$ cat src/rtl/shifter_pkg.sv
// Shared constants for the pipelined barrel shifter.
//   MODE_* : fill-mode encodings carried with every word
//   DIR_*  : shift direction encodings
package shifter_pkg;

  localparam logic [1:0] MODE_LOGIC = 2'b00;
  localparam logic [1:0] MODE_ARITH = 2'b01;
  localparam logic [1:0] MODE_ROT   = 2'b10;
  localparam logic [1:0] MODE_ONES  = 2'b11;

  localparam logic DIR_LEFT  = 1'b0;
  localparam logic DIR_RIGHT = 1'b1;

endpackage

$ cat src/rtl/shift_stage.sv
// One combinational step of the barrel shifter: shift by STEP when en=1.
//   data_in  : word entering this step
//   en       : this step's bit of the shift amount
//   dir      : DIR_LEFT / DIR_RIGHT
//   mode     : fill mode (logical, arithmetic, rotate, one-fill)
//   data_out : shifted word (data_in when en=0)
//   lost_out : OR of the bits pushed out by this step (0 for rotate)
module shift_stage
  import shifter_pkg::*;
#(
  parameter int unsigned WIDTH = 8,
  parameter int unsigned STEP  = 1
) (
  input  logic [WIDTH-1:0] data_in,
  input  logic             en,
  input  logic             dir,
  input  logic [1:0]       mode,
  output logic [WIDTH-1:0] data_out,
  output logic             lost_out
);

  logic [STEP-1:0] out_l;   // bits leaving at the MSB end on a left shift
  logic [STEP-1:0] out_r;   // bits leaving at the LSB end on a right shift
  logic [STEP-1:0] fill_l;
  logic [STEP-1:0] fill_r;

  assign out_l = data_in[WIDTH-1 -: STEP];
  assign out_r = data_in[STEP-1:0];

  // Fill pattern for the vacated positions
  always_comb begin
    fill_l = '0;
    fill_r = '0;
    case (mode)
      MODE_ARITH: fill_r = {STEP{data_in[WIDTH-1]}};
      MODE_ROT: begin
        fill_l = out_l;
        fill_r = out_r;
      end
      MODE_ONES: begin
        fill_l = '1;
        fill_r = '1;
      end
      default: ;
    endcase
  end

  // Shift and lost-bit detection
  always_comb begin
    data_out = data_in;
    lost_out = 1'b0;
    if (en) begin
      if (dir == DIR_RIGHT) begin
        data_out = {fill_r, data_in[WIDTH-1:STEP]};
        lost_out = |out_r;
      end else begin
        data_out = {data_in[WIDTH-1-STEP:0], fill_l};
        lost_out = |out_l;
      end
    end
    // Rotation never discards bits
    if (mode == MODE_ROT) begin
      lost_out = 1'b0;
    end
  end

endmodule

$ cat src/rtl/pipelined_barrel_shifter.sv
// Pipelined barrel shifter with valid/ready streams on both sides.
// Stage k shifts by 2^k when amt[k] is set; AMT_W stages give AMT_W cycles
// of latency at one word per cycle. The whole pipe advances or holds as one.
//   clk, reset_n          : clock, async active-low reset
//   in_valid/in_ready     : input handshake
//   in_data/amt/dir/mode  : word, shift amount, direction, fill mode
//   out_valid/out_ready   : output handshake
//   out_data/out_lost     : shifted word, any 1-bit discarded
//   busy                  : any stage holds a valid word
module pipelined_barrel_shifter
  import shifter_pkg::*;
#(
  parameter  int unsigned WIDTH = 8,
  localparam int unsigned AMT_W = $clog2(WIDTH)
) (
  input  logic             clk,
  input  logic             reset_n,
  input  logic             in_valid,
  output logic             in_ready,
  input  logic [WIDTH-1:0] in_data,
  input  logic [AMT_W-1:0] in_amt,
  input  logic             in_dir,
  input  logic [1:0]       in_mode,
  output logic             out_valid,
  input  logic             out_ready,
  output logic [WIDTH-1:0] out_data,
  output logic             out_lost,
  output logic             busy
);

  // Stage registers
  logic [AMT_W-1:0] q_valid;
  logic [WIDTH-1:0] q_data [AMT_W];
  logic [AMT_W-1:0] q_amt  [AMT_W];
  logic             q_dir  [AMT_W];
  logic [1:0]       q_mode [AMT_W];
  logic             q_lost [AMT_W];

  // Per-stage inputs (from in_* for stage 0, else from the previous register)
  logic             st_valid [AMT_W];
  logic [WIDTH-1:0] st_data  [AMT_W];
  logic [AMT_W-1:0] st_amt   [AMT_W];
  logic             st_dir   [AMT_W];
  logic [1:0]       st_mode  [AMT_W];
  logic             st_lost  [AMT_W];

  // Per-stage combinational shift results
  logic [WIDTH-1:0] sh_data [AMT_W];
  logic             sh_lost [AMT_W];

  logic adv;

  // Whole pipe moves whenever the output slot is empty or being drained
  assign adv      = !q_valid[AMT_W-1] || out_ready;
  assign in_ready = adv;

  genvar k;
  generate
    for (k = 0; k < AMT_W; k++) begin : g_stage
      if (k == 0) begin : g_head
        assign st_valid[k] = in_valid && in_ready;
        assign st_data[k]  = in_data;
        assign st_amt[k]   = in_amt;
        assign st_dir[k]   = in_dir;
        assign st_mode[k]  = in_mode;
        assign st_lost[k]  = 1'b0;
      end else begin : g_body
        assign st_valid[k] = q_valid[k-1];
        assign st_data[k]  = q_data[k-1];
        assign st_amt[k]   = q_amt[k-1];
        assign st_dir[k]   = q_dir[k-1];
        assign st_mode[k]  = q_mode[k-1];
        assign st_lost[k]  = q_lost[k-1];
      end

      shift_stage #(
        .WIDTH (WIDTH),
        .STEP  (32'd1 << k)
      ) u_stage (
        .data_in  (st_data[k]),
        .en       (st_amt[k][k]),
        .dir      (st_dir[k]),
        .mode     (st_mode[k]),
        .data_out (sh_data[k]),
        .lost_out (sh_lost[k])
      );
    end
  endgenerate

  // Stage registers: all load together on adv, all hold otherwise
  always_ff @(posedge clk or negedge reset_n) begin
    if (!reset_n) begin
      q_valid <= '0;
      for (int i = 0; i < AMT_W; i++) begin
        q_data[i] <= '0;
        q_amt[i]  <= '0;
        q_dir[i]  <= 1'b0;
        q_mode[i] <= '0;
        q_lost[i] <= 1'b0;
      end
    end else if (adv) begin
      for (int i = 0; i < AMT_W; i++) begin
        q_valid[i] <= st_valid[i];
        q_data[i]  <= sh_data[i];
        q_amt[i]   <= st_amt[i];
        q_dir[i]   <= st_dir[i];
        q_mode[i]  <= st_mode[i];
        q_lost[i]  <= st_lost[i] | sh_lost[i];
      end
    end
  end

  assign out_valid = q_valid[AMT_W-1];
  assign out_data  = q_data[AMT_W-1];
  assign out_lost  = q_lost[AMT_W-1];
  assign busy      = |q_valid;

  // Control fields of the final stage have no consumer
  logic unused_tail;
  assign unused_tail = ^{q_amt[AMT_W-1], q_dir[AMT_W-1], q_mode[AMT_W-1]};

endmodule

$ cat config.mk
export PLATFORM = sky130hd
export DESIGN_NAME = pipelined_barrel_shifter
export DESIGN_NICKNAME = d
export VERILOG_FILES = /design/src/rtl/shifter_pkg.sv /design/src/rtl/shift_stage.sv /design/src/rtl/pipelined_barrel_shifter.sv
export SDC_FILE = /design/constraint.sdc
export NUM_CORES = 1
export LEC_CHECK = 0
export ABC_AREA = 1
export BUFFER_PORTS_ARGS = -buffer_cell sky130_fd_sc_hd__buf_2
export CAP_MARGIN = 10
export CORE_MARGIN = 1
export CORE_UTILIZATION = 40
export CTS_CLUSTER_SIZE = 16
export DETAILED_ROUTE_END_ITERATION = 16
export SYNTH_ARGS = -nofsm -noshare
export SYNTH_HDL_FRONTEND = slang
export SYNTH_HIERARCHICAL = 1
export SYNTH_SLANG_ARGS = --single-unit
$ cat constraint.sdc
create_clock -name clk -period 1.38 [get_ports clk]
set_input_delay 0 -clock clk [delete_from_list [all_inputs] [get_ports clk]]
set_output_delay 0 -clock clk [all_outputs]
set_load 0.03 [all_outputs]
==> results of run 1 <==
-- power groups by stage --
stage	Sequential, mW	Clock (mW)	Combinational (mW)
floorplan	1.97	0	1.83
global placement	2.07	0	2.12
detailed placement	2.08	0	2.14
CTS	2.06	0.785	2.16
global route	2.13	0.839	2.44
finish	2.06	0.756	2.14
-- metrics by stage --
stage	setup slack, ps	cell area, um2	hold slack (ps)
global route	12.0	2600	59.8
detailed placement	203	2450	92.9
CTS	71.5	2600	44.1
floorplan	226	2330	-296
finish	92.9	2600	55.2
global placement	221	2450	91.4
-- flip-flops by register name, summed over array words and instances (netlist names) --
name / flops
q_valid: 3
q_dir: 2
q_mode: 4
out_lost: 1
q_amt: 3
q_lost: 2
q_data: 16
out_data: 8
-- worst reg2reg max path, cell delays in order (launching register included) --
cell and delay (ps):
dfrtp_1 470, inv_2 130, a21oi_1 140, nand2_1 70
a21oi_2 110, inv_1 50, nand2_1 50, nand2_1 50
nand2_1 60
-- layout make-up --
type | count | area [um2]
clock inverters | 2 | 12.5
fillers | 594 | 2980
flip-flops and latches | 39 | 976
multi-input cells | 251 | 1110
repair buffers | 43 | 265
well taps | 72 | 90.1
inverters | 15 | 66.3
clock buffers | 6 | 72.6
-- path summary, 6_finish.rpt --
kind	endpoint	startpoint	depth (start not counted)	slack, ps
setup reg to reg	out_lost	q_amt[5]	8	190
max in group asynchronous	q_data[22]	reset_n	3	740
setup / recovery	in_ready	q_valid[2]	3	90
hold / removal	q_data[17]	in_data[1]	5	60
min in group asynchronous	out_data[1]	reset_n	3	290
hold reg to reg	q_amt[5]	q_amt[8]	2	510
-- metal layers --
metal,up-vias,share of wire
li1,1103,-
met1,961,0.48
met2,28,0.48
met3,6,0.026
met4,0,0.015
met5,-,0
-- repair_timing --
item,in CTS,in global routing
resized for setup,0,0
hold buffers,6,0
endpoints found under the hold margin,44,0
-- cell families (layout without fill, tap and decap cells) --
family	after synthesis	count (layout)	synth area share
AND/OR/NAND/NOR	197	197	0.349
buffers and inverters	39	66	0.103
flip-flops	39	39	0.419
AO/OA/AOI/OAI	54	54	0.129
-- cell usage in the layout, fill, tap and decap left out, types with 4 or more instances in the layout --
cell type / synthesis / final
nand2_1: 122 / 122
nand3_1: 39 / 39
dfrtp_1: 39 / 39
buf_2: 7 / 29
nor2_1: 28 / 28
o21ai_1: 19 / 19
a21oi_1: 16 / 16
o21ai_0: 11 / 11
inv_1: 10 / 10
buf_4: 14 / 8
a21oi_2: 7 / 7
dlygate4sd3_1: 0 / 6
clkbuf_8: 0 / 5
nor3_1: 4 / 4
==> out/qor.yml, run 1 <==
outcome: "complete, no violations"
p_leak_nw: 1.35
worst_pin_slew_ps: 501
grt_pass1_wl_mm: 9.51
critical-path-top-delay-family: "buffers and inverters"
share_seq_of_total_power: 0.416
die_area_um2: 6130
io_pins: 30
synthTopCellsByCount: "nand2_1, dfrtp_1, nand3_1"
area_growth_pct: 11.4
finalNetCount: 373
post_drt_wl_per_cell_um: 12.3
groute.layer.met1.usage: 0.249
synthTopCellsByArea: "dfrtp_1, nand2_1, nand3_1, buf_4, nor2_1"
report.final.hold_viol_count: 0
track_usage: 0.196
synth.net_count: 347
ir_worst_vdd_uv: 747
path_buf_inv: 2
crit_arrival_ps: 1290
path_cells: "nand2_1 > buf_4 > buf_2"
synth_top_area_share: 0.419
grt_max_degree: 40
cts_setup_buffers: 0
synth_cell_type_count: 20
ys.warnings.count: 6
num_rows: 27
cpPeakStageDelay_ps: 400
fin_crit_ps: 1290
crit_slowest_cell: "dfrtp_1"
final_util: 0.466
timing_worst_setup_path_type: "reg2out"
yosys.area.top_type: "dfrtp_1"
firstDrtPassIters: 4
synth_edf_count: 0
rsz0062_at_grt: "no"
drt-total-wl_mm: 5.25
drtIter0Drc: 97
clk_path_buf_depth: 2
finalCritPeriodShare: 0.933
cts.sinks: 39
cp.required_ps: 1380
grt-ovfl-total: 0
crit_path_end_kind: "output port"
clock.fmax_mhz: 777
synth_area_um2: 2330
power_density_nw_per_um2: 1910
antenna_cells: 0
vias: 2098
finClkSkew_ps: 6.85
clkTransAtPathRegs_ps: 70
worst-path-max-fanout: 23
start_kind: "flip-flop"
yosysMostFrequentCell: "nand2_1"
syn_area_per_cell_um2: 7.08
cts_buffers: 5
finalMaxSlewViolations: 0
htree_num_levels: 2
viasPerCell: 4.90
gr-usage-met3: 0.0372
cts_tree: "done"
clk_latency_ps: 300
dieHeight_um: 78.3
port_buffers: 29
antenna_found_initial: 0
drive_gt1_frac: 0.171
drv_cap: 0
switching_share: 0.461
synth_ff_type: "dfrtp_1"
final_cells: 428
busiest_layer: "met2"
gp_congestion: 0.867
switchingPower_mw: 2.28
p_clk_frac: 0.153
drc_errors: 0
start_util: 0.418
ys_seq_elements: 39
hpwl_mm: 3.67
dpl.cell_count: 414
die_w_um: 78.3
grt_pass1_vias: 2059
combPwrFrac: 0.432
fin_tns_setup_ps: 0
postSynthCellCount: 329
min_path_type: "in2reg"
use_met2: 0.335
core-area_um2: 5570
ys_async_sr_fraction: 1.00
p_int_mw: 2.67
ant_nets: 0
cts_root_buffer: "clkbuf_8"
ys_seq_area_frac: 0.419
setup_violations: 0
relSlewSlack: 0.666
finalPower_mw: 4.95
No activity file was read; power rests on OpenSTA's default activity.
==> run 2, diff against run 1 <==
--- a/config.mk
+++ b/config.mk
@@ -12,6 +12,7 @@
 export CORE_UTILIZATION = 40
 export CTS_CLUSTER_SIZE = 16
 export DETAILED_ROUTE_END_ITERATION = 16
+export PLACE_DENSITY = 0.7
 export SYNTH_ARGS = -nofsm -noshare
 export SYNTH_HDL_FRONTEND = slang
 export SYNTH_HIERARCHICAL = 1
==> run 2 against run 1 <==
Compared with the run above:
- clock-buffer cell count increased by 2
- the run now ends with setup timing left
- critical endpoint unchanged
- clock power increased by 13%
- non-clock buffer count down 3
- sequential cell count did not move
- via count is 0.95% higher
- die area stayed put
- fmax down 6.8%
- first-iteration DRC count is 110% higher
- utilization increased by 0.31 points
- sequential power barely moved
- sequential share of layout area fell by 0.25 points
- power is 2.1% higher
==> out/qor.yml, run 2 (same netlist as run 1, synthesis figures left out) <==
grt_pass1_vias: 2003  # was 2059
core-area_um2: 5570  # unchanged
crit_slowest_cell: "dfrtp_1"  # unchanged
r2r_cells: 6  # was 8
finalNetCount: 370  # was 373
gp_congestion: 0.895  # was 0.867
antenna_found_initial: 0  # unchanged
final_common_cell: "nand2_1"  # unchanged
cts_tree: "done"  # unchanged
relSlewSlack: 0.676  # was 0.666
ant_nets: 0  # unchanged
min_from: "in_data[3]"  # was in_data[1]
vias: 2118  # was 2098
crit_path_end_kind: "output port"  # unchanged
dpl_cell_area_um2: 2450  # about the same
ir_worst_vdd_uv: 716  # was 747 uV
drt-total-wl_mm: 5.30  # was 5.25 mm
grt-ovfl-total: 0  # unchanged
clkTransAtPathRegs_ps: 70  # about the same
dieHeight_um: 78.3  # unchanged
holdPathStages: 5  # unchanged
violations: "setup timing"
num_rows: 27  # unchanged
drv_cap: 0  # unchanged
final_cell_mix: "nand2_1, nand3_1, dfrtp_1"  # unchanged
track_usage: 0.189  # was 0.196
finalMaxSlewViolations: 0  # unchanged
grt_max_degree: 41  # was 40
timing_worst_setup_path_type: "reg2out"  # unchanged
htree_num_levels: 2  # unchanged
rsz0062_at_grt: "yes"  # was no
final.fill_count: 604  # was 594
drc_errors: 0  # unchanged
dpl.cell_count: 411  # was 414
largest_register_ffs: 16  # unchanged
clk_latency_ps: 290  # was 300 ps
cpPeakStageDelay_ps: 390  # was 400 ps
drive_gt1_frac: 0.164  # was 0.171
post-route-cell-area_um2: 2610  # was 2600 um2
cts_resized: 0  # unchanged
worst_pin_slew_ps: 487  # was 501 ps
min_path_type: "in2reg"  # unchanged
hpwl_mm: 3.56  # was 3.67 mm
report.final.hold_viol_count: 0  # unchanged
setup_violations: 1  # was 0
io_pins: 30  # unchanged
clock.fmax_mhz: 724  # was 777 MHz
fin_crit_ps: 1380  # was 1290 ps
finClkSkew_ps: 6.32  # was 6.85 ps
start_util: 0.418  # unchanged
die_area_um2: 6130  # unchanged
cts.sinks: 39  # unchanged
drtIter0Drc: 206  # was 97
start_kind: "flip-flop"  # unchanged
p_leak_nw: 1.35  # about the same
crit_arrival_ps: 1380  # was 1290 ps
cts_root_buffer: "clkbuf_8"  # unchanged
final_cells: 425  # was 428
viasPerCell: 4.98  # was 4.90
path_cells: "nand2_1 > buf_12 > buf_2"  # was nand2_1 > buf_4 > buf_2
postLayoutSetupSlackWorst_ps: -1.15  # was 92.9 ps
cp.required_ps: 1380  # about the same
outcome: "finished with violations"  # was complete, no violations
area_growth_pct: 12.2  # was 11.4%
worst-path-max-fanout: 34  # was 23
firstDrtPassIters: 4  # unchanged
antenna_cells: 0  # unchanged
port_buffers: 29  # unchanged
finalCritPeriodShare: 1.00  # was 0.933
grt_pass1_wl_mm: 9.21  # was 9.51 mm
holdWs_ps: 50.9  # was 55.2 ps
cts_buffers: 5  # unchanged
top_register: "q_data"  # unchanged
die_w_um: 78.3  # unchanged
post_drt_wl_per_cell_um: 12.5  # was 12.3 um
crit_path_start: "q_valid[2]"  # unchanged
clk_path_buf_depth: 2  # unchanged
finalPower_mw: 5.05  # was 4.95 mW
cts_setup_buffers: 0  # unchanged
power_density_nw_per_um2: 1930  # was 1910 nW/um2
r2r_start: "q_mode[3]"  # was q_amt[5]
==> run 2: cell count changes in the layout (fill, tap and decap cells not counted) <==
cell	delta
buf_12	+2
buf_4	-5
clkbuf_8	+2
clkinv_2	-1
clkinvlp_4	-1
==> run 2: cell type report <==
class	count	area, um2	share of cell area
Tap cell	72	90.1	0.0345
Timing Repair Buffer	40	268	0.102
Multi-Input combinational cell	251	1110	0.426
Sequential cell	39	976	0.373
Clock buffer	8	100	0.0383
Inverter	15	66.3	0.0254
==> run 2: per-stage QoR <==
| step | utilization | setup WS (ps) | setup TNS, ps |
|---|---|---|---|
| finish | 0.469 | -1.15 | -1.15 |
| global route | 0.469 | -83.2 | -160 |
| CTS | 0.469 | -9.32 | -9.32 |
| detailed placement | 0.440 | 263 | 0 |
| global placement | 0.440 | 268 | 0 |
| floorplan | - | 226 | 0 |
==> run 2: final timing paths <==
path,end,slack [ps]
min in group asynchronous,out_data[4],200
max in group asynchronous,q_data[23],700
worst min-delay path,q_data[19],50
worst max-delay path,in_ready,-1
worst max register to register,out_data[7],230
worst min register to register,q_valid[2],490
==> run 2: worst max-delay path, delay by kind of cell (launching register included) <==
| kind | cells | cell delay, ps |
|---|---|---|
| flip-flops | 1 | 390 |
| AND/OR/NAND/NOR | 1 | 250 |
| buffers and inverters | 2 | 450 |
==> run 2: metal layers <==
layer | vias up | track usage | part of all wire
met5 | - | 0 | 0
met3 | 7 | 0.0314 | 0.032
met1 | 967 | 0.245 | 0.47
met4 | 0 | 0.0556 | 0.011
li1 | 1100 | - | -
met2 | 44 | 0.322 | 0.49
==> run 2: timing repair <==
| item | CTS | global route |
|---|---|---|
| hold buffers | 6 | 0 |
| endpoints found under the setup margin | 1 | 3 |
| hold endpoints to repair | 23 | 0 |
==> run 2: where the power goes <==
group | switching, mW | internal (mW)
combinational | 1.39 | 0.741
sequential | 0.494 | 1.57
clock | 0.398 | 0.456
total | 2.29 | 2.77
==> run 3, diff against run 2 <==
--- a/config.mk
+++ b/config.mk
@@ -9,10 +9,11 @@
 export BUFFER_PORTS_ARGS = -buffer_cell sky130_fd_sc_hd__buf_2
 export CAP_MARGIN = 10
 export CORE_MARGIN = 1
-export CORE_UTILIZATION = 40
+export CORE_UTILIZATION = 35
+export CTS_CLUSTER_DIAMETER = 100
 export CTS_CLUSTER_SIZE = 16
 export DETAILED_ROUTE_END_ITERATION = 16
-export PLACE_DENSITY = 0.7
+export PLACE_DENSITY = 0.64
 export SYNTH_ARGS = -nofsm -noshare
 export SYNTH_HDL_FRONTEND = slang
 export SYNTH_HIERARCHICAL = 1
==> run 3 against run 2 <==
Compared with the run above:
- utilization shrank 5.8 points
- setup slack gained 130 ps
- final cell count grew 1.6%
- sequential cell count is the same
- fmax grew 10%
- clock skew shrank 1.6 ps
- the flow now finishes without violations
- routed wire length shrank 4.0%
- combinational power grew 2%
- global-route usage shrank 3.2 points
- first-iteration DRC count shrank 53%
- critical path depth grew 1
- via count grew 0.28%
==> out/qor.yml, run 3 (same netlist as run 1, synthesis figures left out) <==
outcome: "complete, no violations"  # was finished with violations
clk_path_buf_depth: 2  # unchanged
die_w_um: 83.6  # was 78.3 um
crit_path_end_kind: "output port"  # unchanged
drv_cap: 0  # unchanged
track_usage: 0.157  # was 0.189
num_rows: 29  # was 27
hpwl_mm: 3.51  # was 3.56 mm
viasPerCell: 4.92  # was 4.98
timing_worst_setup_path_type: "reg2out"  # unchanged
report.final.hold_viol_count: 0  # unchanged
dieHeight_um: 83.6  # was 78.3 um
top_register: "q_data"  # unchanged
grt_pass1_vias: 2023  # was 2003
area_growth_pct: 12.5  # was 12.2%
finalCritPeriodShare: 0.909  # was 1.00
setup_violations: 0  # was 1
worst_pin_slew_ps: 478  # was 487 ps
vias: 2124  # was 2118
cp.required_ps: 1380  # about the same
htree_num_levels: 2  # unchanged
finalNetCount: 373  # was 370
worst-path-max-fanout: 33  # was 34
cts_root_buffer: "clkbuf_8"  # unchanged
largest_register_ffs: 16  # unchanged
io_pins: 30  # unchanged
drc_errors: 0  # unchanged
power_density_nw_per_um2: 1910  # was 1930 nW/um2
crit_arrival_ps: 1250  # was 1380 ps
port_buffers: 29  # unchanged
gp_congestion: 0.907  # was 0.895
start_util: 0.365  # was 0.418
finalMaxSlewViolations: 0  # unchanged
post-route-cell-area_um2: 2620  # was 2610 um2
core-area_um2: 6390  # was 5570 um2
ir_worst_vdd_uv: 1210  # was 716 uV
cts_setup_buffers: 0  # unchanged
grt-ovfl-total: 0  # unchanged
final_common_cell: "nand2_1"  # unchanged
antenna_cells: 0  # unchanged
rsz0062_at_grt: "no"  # was yes
fin_crit_ps: 1250  # was 1380 ps
p_leak_nw: 1.36  # was 1.35 nW
grt_pass1_wl_mm: 8.96  # was 9.21 mm
min_path_type: "in2reg"  # unchanged
drtIter0Drc: 97  # was 206
die_area_um2: 6990  # was 6130 um2
fin_tns_setup_ps: 0  # was -1.15 ps
final.fill_count: 678  # was 604
cts_buffers: 5  # unchanged
drt-total-wl_mm: 5.09  # was 5.30 mm
relSlewSlack: 0.681  # was 0.676
finClkSkew_ps: 4.67  # was 6.32 ps
post_drt_wl_per_cell_um: 11.8  # was 12.5 um
clk_latency_ps: 290  # about the same
dpl_cell_area_um2: 2470  # was 2450 um2
clkTransAtPathRegs_ps: 70  # about the same
start_kind: "flip-flop"  # unchanged
grt_max_degree: 40  # was 41
firstDrtPassIters: 4  # unchanged
clock.fmax_mhz: 797  # was 724 MHz
final_cell_mix: "nand2_1, nand3_1, dfrtp_1"  # unchanged
antenna_found_initial: 0  # unchanged
ant_nets: 0  # unchanged
cts.sinks: 39  # unchanged
cts_tree: "done"  # unchanged
drive_gt1_frac: 0.172  # was 0.164
[run 3: worst paths after layout]
| check | from | end | slack, ps | cells past startpoint |
|---|---|---|---|---|
| hold reg to reg | q_valid[1] | q_valid[2] | 480 | 2 |
| hold / removal | in_data[1] | q_data[17] | 50 | 5 |
| max in group asynchronous | reset_n | q_amt[8] | 760 | 3 |
| setup / recovery | q_valid[2] | busy | 130 | 4 |
| min in group asynchronous | reset_n | out_data[6] | 280 | 3 |
| setup reg to reg | q_amt[5] | out_lost | 230 | 8 |
[run 3: power by group]
group / switching (mW) / total [mW] / internal (mW)
Combinational: 1.40 / 2.18 / 0.772
Sequential: 0.475 / 2.05 / 1.57
Clock: 0.382 / 0.774 / 0.392
[run 3: cell type report]
cell class	instances	area, um2	share of cell area
clock buffer	6	82.6	0.0315
clock inverter	1	5.00	0.00191
inverter	15	66.3	0.0253
multi-input combinational	251	1110	0.425
sequential	39	976	0.372
tap	77	96.3	0.0368
timing repair buffer	43	282	0.107
[run 3: per-stage QoR]
| step | instances | hold slack (ps) | setup WS [ps] | total power, mW | utilization |
|---|---|---|---|---|---|
| detailed placement | 419 | 83.1 | 259 | 4.22 | 0.387 |
| floorplan | 329 | -296 | 226 | 3.80 | - |
| global placement | 419 | 85.8 | 295 | 4.19 | 0.387 |
| CTS | 432 | 38.8 | 40.7 | 5.03 | 0.410 |
| finish | 432 | 49.7 | 126 | 5.00 | 0.410 |
| global route | 432 | 78.8 | 28.5 | 5.42 | 0.410 |
[run 3: critical path: stages (launching register included)]
cell,delay (ps)
dfrtp_1,380
buf_6,260
nor2_1,80
nand2_1,50
buf_2,190
[run 3: repair_timing]
action                                  4_1_cts  5_1_grt
endpoints found under the hold margin        44        0
endpoints found under the setup margin        0        1
resized for setup                             0        1
hold buffers                                  6        0
[run 3: metal layers]
metal	share of wire	up-vias	track usage
li1	-	1106	-
met5	0	-	0
met4	0.015	0	0.0601
met2	0.49	37	0.273
met3	0.034	6	0.0376
met1	0.46	975	0.185
